===== config.mk =====
export PLATFORM = sky130hd
export DESIGN_NAME = cdb_arbiter
export DESIGN_NICKNAME = d
export VERILOG_FILES = /design/src/rtl/sys_defs.sv /design/src/rtl/cdb_result_queue.sv /design/src/rtl/cdb_arbiter.sv
export SDC_FILE = /design/constraint.sdc
export NUM_CORES = 1
export LEC_CHECK = 0
export ABC_AREA = 1
export ABC_CLOCK_PERIOD_IN_PS = 3300
export CELL_PAD_IN_SITES_DETAIL_PLACEMENT = 0
export CELL_PAD_IN_SITES_GLOBAL_PLACEMENT = 1
export CORE_AREA = 3 3 216 218
export CTS_CLUSTER_DIAMETER = 100
export DETAILED_ROUTE_END_ITERATION = 7
export DIE_AREA = 0 0 219 221
export PLACE_DENSITY_LB_ADDON = 0.1
export REMOVE_ABC_BUFFERS = 1
export SETUP_SLACK_MARGIN = 0.5
export SYNTH_ARGS = -nofsm -noshare
export SYNTH_HDL_FRONTEND = slang
export SYNTH_HIERARCHICAL = 1
export SYNTH_SLANG_ARGS = --single-unit
export TNS_END_PERCENT = 50

===== constraint.sdc =====
create_clock -name clock -period 3.3 [get_ports clock]
set_clock_uncertainty 0.1 [all_clocks]
set_input_delay 0.495 -clock clock [delete_from_list [all_inputs] [get_ports clock]]
set_output_delay 0.495 -clock clock [all_outputs]
set_load 0.02 [all_outputs]

===== src/rtl/sys_defs.sv =====
// Shared definitions for the execute/writeback path: result packet layout
// and default sizing of the common-data-bus arbiter.
package sys_defs;

  localparam int NUM_FU_DEF = 3;
  localparam int QDEPTH_DEF = 2;
  localparam int ROB_TAG_W  = 6;
  localparam int REG_IDX_W  = 5;
  localparam int DATA_W     = 32;

  typedef struct packed {
    logic                 valid;
    logic                 spec;
    logic [ROB_TAG_W-1:0] rob_tag;
    logic [REG_IDX_W-1:0] dest_reg;
    logic [DATA_W-1:0]    value;
  } EX_WR_PACKET;

endpackage


===== src/rtl/cdb_result_queue.sv =====
// Two-entry result queue for one functional unit. Squash filtering, pop and
// enqueue are resolved in one pass so the surviving entries stay in order.
module cdb_result_queue
  import sys_defs::*;
#(
  parameter int QDEPTH = QDEPTH_DEF
) (
  input  logic        clock,
  input  logic        reset,
  input  EX_WR_PACKET in_pkt,
  input  logic        pop,
  input  logic        squash,
  input  logic        clear_spec,
  output EX_WR_PACKET head,
  output logic        head_ok,
  output logic        full
);

  EX_WR_PACKET ent   [2];
  EX_WR_PACKET ent_n [2];
  logic [1:0]  count;
  logic [1:0]  cnt_n;
  logic        keep0;
  logic        keep1;
  logic        push_ok;

  assign full    = (count == 2'(QDEPTH));
  assign head    = ent[0];
  assign head_ok = keep0;

  // A spec head under squash is never offered to the arbiter this edge.
  always_comb begin
    keep0   = (count != 2'd0) && !(squash && ent[0].spec);
    keep1   = (count == 2'd2) && !(squash && ent[1].spec);
    push_ok = in_pkt.valid && !full && !(squash && in_pkt.spec);
    ent_n[0] = ent[0];
    ent_n[1] = ent[1];
    cnt_n    = 2'd0;
    if (keep0 && !pop) begin
      ent_n[0] = ent[0];
      cnt_n    = 2'd1;
    end
    if (keep1) begin
      ent_n[cnt_n[0]] = ent[1];
      cnt_n           = cnt_n + 2'd1;
    end
    if (push_ok) begin
      ent_n[cnt_n[0]] = in_pkt;
      cnt_n           = cnt_n + 2'd1;
    end
    if (clear_spec && !squash) begin
      ent_n[0].spec = 1'b0;
      ent_n[1].spec = 1'b0;
    end
  end

  always_ff @(posedge clock or negedge reset) begin
    if (!reset) begin
      count  <= 2'd0;
      ent[0] <= '0;
      ent[1] <= '0;
    end else begin
      count  <= cnt_n;
      ent[0] <= ent_n[0];
      ent[1] <= ent_n[1];
    end
  end

endmodule


===== src/rtl/cdb_arbiter.sv =====
// Common-data-bus arbiter: one result queue per functional unit, a
// round-robin grant and a registered broadcast.
module cdb_arbiter
  import sys_defs::*;
#(
  parameter int NUM_FU = NUM_FU_DEF,
  parameter int QDEPTH = QDEPTH_DEF
) (
  input  logic              clock,
  input  logic              reset,
  input  EX_WR_PACKET       fu_packet [NUM_FU],
  output logic [NUM_FU-1:0] fu_stall,
  input  logic              squash,
  input  logic              clear_spec,
  output EX_WR_PACKET       cdb_packet
);

  localparam int PTR_W = (NUM_FU > 1) ? $clog2(NUM_FU) : 1;

  EX_WR_PACKET       head [NUM_FU];
  logic [NUM_FU-1:0] head_ok;
  logic [NUM_FU-1:0] grant_oh;
  logic [PTR_W-1:0]  rr_ptr;
  logic [PTR_W-1:0]  grant_idx;
  logic [PTR_W-1:0]  rr_next;
  logic [PTR_W:0]    sum;
  logic              grant_any;
  EX_WR_PACKET       cdb_next;

  for (genvar gi = 0; gi < NUM_FU; gi++) begin : g_q
    cdb_result_queue #(.QDEPTH(QDEPTH)) u_q (
      .clock      (clock),
      .reset      (reset),
      .in_pkt     (fu_packet[gi]),
      .pop        (grant_oh[gi]),
      .squash     (squash),
      .clear_spec (clear_spec),
      .head       (head[gi]),
      .head_ok    (head_ok[gi]),
      .full       (fu_stall[gi])
    );
  end

  // Scan upward from rr_ptr with wrap; first eligible queue wins.
  always_comb begin
    grant_any = 1'b0;
    grant_idx = '0;
    grant_oh  = '0;
    sum       = '0;
    for (int k = 0; k < NUM_FU; k++) begin
      sum = {1'b0, rr_ptr} + (PTR_W+1)'(k);
      if (sum >= (PTR_W+1)'(NUM_FU)) sum = sum - (PTR_W+1)'(NUM_FU);
      if (!grant_any && head_ok[sum[PTR_W-1:0]]) begin
        grant_any = 1'b1;
        grant_idx = sum[PTR_W-1:0];
      end
    end
    if (grant_any) grant_oh[grant_idx] = 1'b1;
  end

  always_comb begin
    rr_next  = (grant_idx == PTR_W'(NUM_FU-1)) ? '0 : grant_idx + PTR_W'(1);
    cdb_next = '0;
    if (grant_any) begin
      cdb_next       = head[grant_idx];
      cdb_next.valid = 1'b1;
      if (clear_spec && !squash) cdb_next.spec = 1'b0;
    end
  end

  always_ff @(posedge clock or negedge reset) begin
    if (!reset) begin
      cdb_packet <= '0;
      rr_ptr     <= '0;
    end else begin
      cdb_packet <= cdb_next;
      if (grant_any) rr_ptr <= rr_next;
    end
  end

endmodule

* Yosys cells after proc, flatten, opt, wreduce, memory -nomap -nowiden *
Index checks and enable logic that the tools add are counted.

word-level totals
  flip-flop bits (word level) = 323
  input port bits = 139
  output and inout port bits = 48
  word-level logic and storage cells = 201

cells by class
  add/subtract/negate cells = 12
  magnitude comparators = 21
  eq/ne operators = 4
  muxes and demuxes = 63
  bitwise logic cells = 7
  reductions and logical operators = 55

operators by type and width
  cell                                                                          number
  90-bit bitwise mux                                                            6
  90-bit two-way mux                                                            6
  45-bit two-way mux                                                            7
  45-bit demux with 1-bit select                                                6
  45-bit binary-select mux with 2-bit select                                    1
  44-bit two-way mux                                                            2
  1-bit logical AND                                                             34
  2-bit two-way mux                                                             13
  1-bit zero test                                                               18
  1-bit two-way mux                                                             17
  2-bit >= comparator, second input constant                                    7
  2-bit by 1-bit less-than comparator with 1-bit output, second input constant  6
  2-bit by 3-bit less-than comparator with 1-bit output, second input constant  4
  1-bit inverter with 2-bit output                                              6
  2-bit by 1-bit adder with 2-bit output, second input constant                 4
  2-bit == test, second input constant                                          4
  1-bit by 1-bit adder with 2-bit output, second input constant                 3
  1-bit binary-select mux with 2-bit select                                     3
  3-bit by 2-bit >= comparator with 1-bit output, second input constant         2
  2-bit nonzero test                                                            3
  2-bit subtractor, second input constant                                       3
  2-bit by 1-bit adder with 3-bit output, second input constant                 1
  2-bit by 2-bit adder with 3-bit output, second input constant                 1
  3-bit >= comparator, second input constant                                    1
  other kinds (4)                                                               4

* Longest topological paths before layout *
Gate-level depths: netlist of run 1.

  depth in word-level cells = 30
  gate-level depth with buffers = 24
  mapped depth without buffers = 21

* Cells and area by module *
Netlist of run 1, hierarchy kept.

by module, submodules not included
  module                             times used  cells each  area each (µm²)  seq. area each (µm²)
  cdb_result_queue (g_q[1].u_q ...)  2           599         4869.7           2302.2
  cdb_result_queue (g_q[0].u_q)      1           600         4999.8           2302.2
  cdb_arbiter                        1           334         2665.1           1176.1

* Worst setup path before layout of run 1 *
OpenSTA, ideal clock, no wires.

  path type = input to register
  from = input port squash
  to = register g_q[2].u_q/ent[0] (netlist bit)
  library setup time = 0.126 ns
  arrival time = 3.331 ns
  required time = 3.074 ns
  setup slack = -0.257 ns
  cell stages on the path = 22
  buffers on the path = 4
  path through = nand2_1 o21a_1 inv_1 o21ai_1 nand2_4 nand2_2 nand2_2 nand2_4 nand2_4 buf_6 buf_6 nor2_1 inv_1 nand3_2 buf_2 inv_1 ha_1 ha_1 clkinv_1 clkbuf_1 nand2_1 o21ai_0

on the way
  cells in the longest elaborated chain, start to end = 29
  elaborated cells on any way between the ends = 58
  those cells by class = add/sub: 1; order compare: 6; mux: 25; bitwise: 2; reduce/logical: 24

RTL lines
  what                                                                                         RTL line                                        RTL
  start, declared                                                                              cdb_arbiter.sv:13                               input logic squash,
  1-bit logical AND *                                                                          cdb_result_queue.sv:33                          keep0 = (count != 2'd0) && !(squash && ent[0].spec);
  1-bit zero test *                                                                            cdb_result_queue.sv:33
  1-bit logical AND *                                                                          cdb_result_queue.sv:33
  net head_ok[2]                                                                               cdb_arbiter.sv:21                               logic [NUM_FU-1:0] head_ok;
  1-bit binary-select mux with 2-bit select                                                    cdb_arbiter.sv:53                               if (!grant_any && head_ok[sum[PTR_W-1:0]]) begin
  1-bit two-way mux (implied by the code)                                                      cdb_arbiter.sv:53
  1-bit two-way mux                                                                            cdb_arbiter.sv:53
  1-bit zero test                                                                              cdb_arbiter.sv:53
  [... 10 more ...]                                                                            --
  net grant_oh[2]                                                                              cdb_arbiter.sv:22                               logic [NUM_FU-1:0] grant_oh;
  [... 4 more ...]                                                                             --
  2-bit two-way mux (tied with other cells)                                                    cdb_result_queue.sv:43                          if (keep1) begin
  1-bit inverter with 2-bit output (implied by the code) or 1-bit logical AND (tied branches)  cdb_result_queue.sv:48, cdb_result_queue.sv:44
  2-bit >= comparator (implied by the code) (tied with other cells)                            cdb_result_queue.sv:48                          ent_n[cnt_n[0]] = in_pkt;
  1-bit logical AND (implied by the code) or 45-bit demux with 1-bit select (tied branches)    cdb_result_queue.sv:48, cdb_result_queue.sv:44
  45-bit two-way mux (implied by the code) or 90-bit bitwise mux (tied branches)               cdb_result_queue.sv:48, cdb_result_queue.sv:44
  45-bit demux with 1-bit select or 90-bit two-way mux (tied branches)                         cdb_result_queue.sv:48, cdb_result_queue.sv:43
  90-bit bitwise mux                                                                           cdb_result_queue.sv:48
  90-bit two-way mux *                                                                         cdb_result_queue.sv:47                          if (push_ok) begin
  end, declared                                                                                cdb_result_queue.sv:19                          EX_WR_PACKET ent [2];

Mark *: on every way through the listed nets, which the timed path passes. The rest lies on a longest branch. The select of a mux whose other input is x is not followed.
A chain may end at the register's enable or synchronous reset.

* Worst setup path after layout of run 1 *
  from = register rr_ptr[0]
  to = register g_q[2].u_q/ent[12] (netlist bit)

on the way
  cells in the longest elaborated chain, start to end = 28
  elaborated cells on any way between the ends = 54
  those cells by class = add/sub: 6; order compare: 9; mux: 28; bitwise: 2; reduce/logical: 9

RTL lines
  what                                                                                             RTL line                                        RTL
  start, declared                                                                                  cdb_arbiter.sv:23                               logic [PTR_W-1:0] rr_ptr;
  start signal, assigned                                                                           cdb_arbiter.sv:77                               if (grant_any) rr_ptr <= rr_next;
  parallel branches: the longest is 15 deep, another holds 2-bit by 1-bit adder with 3-bit output  --
  3-bit two-way mux *                                                                              cdb_arbiter.sv:58                               if (grant_any) grant_oh[grant_idx] = 1'b1;
  net grant_oh[2]                                                                                  cdb_arbiter.sv:22
  1-bit zero test *                                                                                cdb_result_queue.sv:39                          if (keep0 && !pop) begin
  1-bit logical AND *                                                                              cdb_result_queue.sv:39
  1-bit two-way mux *                                                                              cdb_result_queue.sv:39
  1-bit by 1-bit adder with 2-bit output or 1-bit inverter with 2-bit output (tied branches)       cdb_result_queue.sv:45, cdb_result_queue.sv:44
  2-bit two-way mux (tied with other cells)                                                        cdb_result_queue.sv:43
  1-bit inverter with 2-bit output (implied by the code) or 1-bit logical AND (tied branches)      cdb_result_queue.sv:48, cdb_result_queue.sv:44
  2-bit >= comparator (implied by the code) (tied with other cells)                                cdb_result_queue.sv:48
  1-bit logical AND (implied by the code) or 45-bit demux with 1-bit select (tied branches)        cdb_result_queue.sv:48, cdb_result_queue.sv:44
  45-bit two-way mux (implied by the code) or 90-bit bitwise mux (tied branches)                   cdb_result_queue.sv:48, cdb_result_queue.sv:44
  45-bit demux with 1-bit select or 90-bit two-way mux (tied branches)                             cdb_result_queue.sv:48, cdb_result_queue.sv:43
  90-bit bitwise mux                                                                               cdb_result_queue.sv:48
  90-bit two-way mux *                                                                             cdb_result_queue.sv:47

Mark *: on every way through the listed nets, which the timed path passes. The select of a mux whose other input is x is not followed.

==> impl_metrics.py, run 1 <==
metrics = {
    "power_and_ir_drop": {
        "p_int_mw": 14.7,
        "p_seq_frac": 0.255,
        "power_leakage_nw": 11.2,
        "comb_power_share": 0.588,
        "power_switching_mw": 12.3,
        "peakVddDrop_uv": 818,
        "clockPowerShare": 0.157,
        "power_mw": 27.1,
        "swShare": 0.456,
        "p_per_area_nw_per_um2": 1230,
    },
    "drt": {
        "viasPerCell": 4.82,
        "drt_wl_total_mm": 59.0,
        "ant_nets": 0,
        "drt_first_pass_iters": 5,
        "wl_per_cell_um": 20.5,
        "via_count": 13900,
        "drc": 0,
        "drt_iter0_markers": 1081,
    },
    "worst_setup_path": {
        "cpMaxStageDelayCell": "dfrtp_1",
        "cp-end-kind": "register",
        "path_cells": "inv_2, ha_4, inv_4, nand2_1, nand3_2, nand2_2, nand2_4, o21ai_2, buf_4, nor2_4, nor2_4, inv_1, nand3_2, inv_2, ha_4, ha_4, nand3_4, buf_12, o21ai_0",
        "cp_max_fo": 15,
        "critical_path.top_delay_family": "adder cells",
        "cpMostUsedCell": "ha_4",
        "slowest_delay_ns": 0.38,
        "critical_path_class": "reg -> reg",
        "start_kind": "register",
        "worstPathArrival_ns": 3.26,
        "required_ns": 3.66,
        "critPathBufInv": 6,
    },
    "floorplan": {
        "core_um2": 45100,
        "dieArea_um2": 48400,
        "ios": 187,
        "die_h_um": 221,
        "die_x_um": 219,
        "start_util": 0.381,
        "rows": 78,
    },
    "synth": {
        "syn_inst": 2111,
        "yosys_warnings": 6,
        "synthesis.area_um2": 17200,
        "avgSynthCellArea_um2": 8.14,
    },
    "sta": {
        "whs_ns": 0.339,
        "tightest_slew_ns": 0.754,
        "setup_viol": 0,
        "slew_headroom": 0.497,
        "period_minus_slack_ns": 2.90,
        "fmax_mhz": 345,
        "rsz0062_at_grt": "yes",
        "hold_violations": 0,
        "finalCritPeriodShare": 0.878,
        "slew_viol_final": 0,
    },
    "layout": {
        "fin_nets": 2399,
        "layoutNonFillerInstCount": 2877,
        "final_layout_size_suffix_gt1_frac": 0.181,
        "fillers": 4436,
        "finish.utilization": 0.486,
        "area.growth.synth_to_final_pct": 27.7,
    },
    "clock_tree": {
        "cts_tree": "built",
        "clock_sinks": 317,
        "clk-insertion-delay-late_ns": 0.56,
        "cts_root_buffer": "clkbuf_16",
        "clk_pin_slew_ns": 0.06,
        "cts_inserted_buffers": 40,
        "htreeDepth": 2,
        "clock_path_buffers": 3,
    },
    "min_path": {
        "hold_class": "in -> async",
    },
    "job": {
        "drv_cap": 0,
    },
    "global_routing": {
        "grt_first_pass_wirelength_mm": 84.0,
        "grt_usage": 0.227,
        "grt_pass1_vias": 13500,
        "grt_remaining_overflow": 0,
        "grt_max_degree": 77,
        "antenna_found_initial": 1,
    },
    "place": {
        "io_buffers": 186,
        "place_hpwl_mm": 35.1,
        "dp.cells": 2739,
        "gp_congestion": 0.831,
    },
    "run_status": {
        "status": "finished clean",
    },
}
[state kept, by name (all words and copies together), names as in the netlist]
| register | cells |
|---|---|
| g_q.u_q/ent | 132 |
| g_q.u_q/head | 132 |
| cdb_packet | 45 |
| g_q.u_q/count | 6 |
| rr_ptr | 2 |
[power groups by stage]
stage | sequential [mW] | clock [mW] | combinational, mW
global route | 7.11 | 4.51 | 17.4
CTS | 6.89 | 4.35 | 14.0
detailed placement | 6.93 | 0 | 13.0
global placement | 6.91 | 0 | 12.9
floorplan | 6.85 | 0 | 7.17
finish | 6.90 | 4.24 | 15.9
[per-stage QoR]
step                      setup TNS [ns]  cell area [um2]  setup slack, ns
final                                  0            21900            0.402
after global routing                   0            21900            0.251
after CTS                              0            20700            0.387
after detailed placement          -83.17            18900           -0.444
after floorplan                  -239.79            15400            -1.99
after global placement            -73.27            18900           -0.383
[area by class of cell]
type,instances,area (um2),area share
antenna,1,2.50,0.000114
clock inverter,7,48.8,0.00223
multi-input combinational,1247,6770,0.309
sequential,317,7940,0.362
tap,600,751,0.0342
timing repair buffer,336,4030,0.184
clock buffer,64,1200,0.0549
inverter,305,1190,0.0543
[cell usage in the layout, fill, tap and decap left out, types with 7 or more instances in the layout]
cell	n
a21oi_1	10
buf_12	32
buf_16	10
buf_4	65
buf_6	16
buf_8	9
clkbuf_1	15
clkbuf_16	60
clkbuf_8	7
clkdlybuf4s50_1	184
dfrtp_1	315
ha_4	8
inv_1	279
inv_2	18
nand2_1	608
nand2_2	27
nand2_4	12
nand3_1	251
nand3_2	12
nand3b_1	129
nor2_1	9
nor2_4	13
o21ai_0	26
o21ai_1	22
o21ai_2	91
[worst paths after layout]
check / start / to / slack [ns] / depth (start not counted)
hold / removal: reset / cdb_packet[10] / 0.34 / 2
min in group clock: g_q[0].u_q/ent[1] / g_q[0].u_q/ent[1] / 0.37 / 2
hold reg to reg: g_q[0].u_q/ent[1] / g_q[0].u_q/ent[1] / 0.37 / 2
setup / recovery: rr_ptr[0] / g_q[2].u_q/ent[12] / 0.40 / 19
setup reg to reg: rr_ptr[0] / g_q[2].u_q/ent[12] / 0.40 / 19
max in group asynchronous: reset / g_q[2].u_q/ent[3] / 1.87 / 3
[routing by layer]
layer  up-vias  global-route usage  wire length (um)
li1       6719                   -                 -
met1      6727               0.323             26600
met2       354               0.358             27700
met3        80              0.0332              3130
met4         0              0.0679              1540
met5         -                   0                 0
[what timing repair did]
action,in CTS,in global routing
endpoints found under the setup margin,300,298
setup buffers,15,18
pin swaps,4,18
hold buffers,1,0
gates cloned,8,24
gates resized for setup,57,183
hold endpoints to repair,50,0
(Power assumes the default switching activity.)
==> run 2: changes to the inputs <==
- SLEW_MARGIN: default -> 20
==> results of run 2 <==
No change in the layout: final DEF, timing and power equal those of run 1.
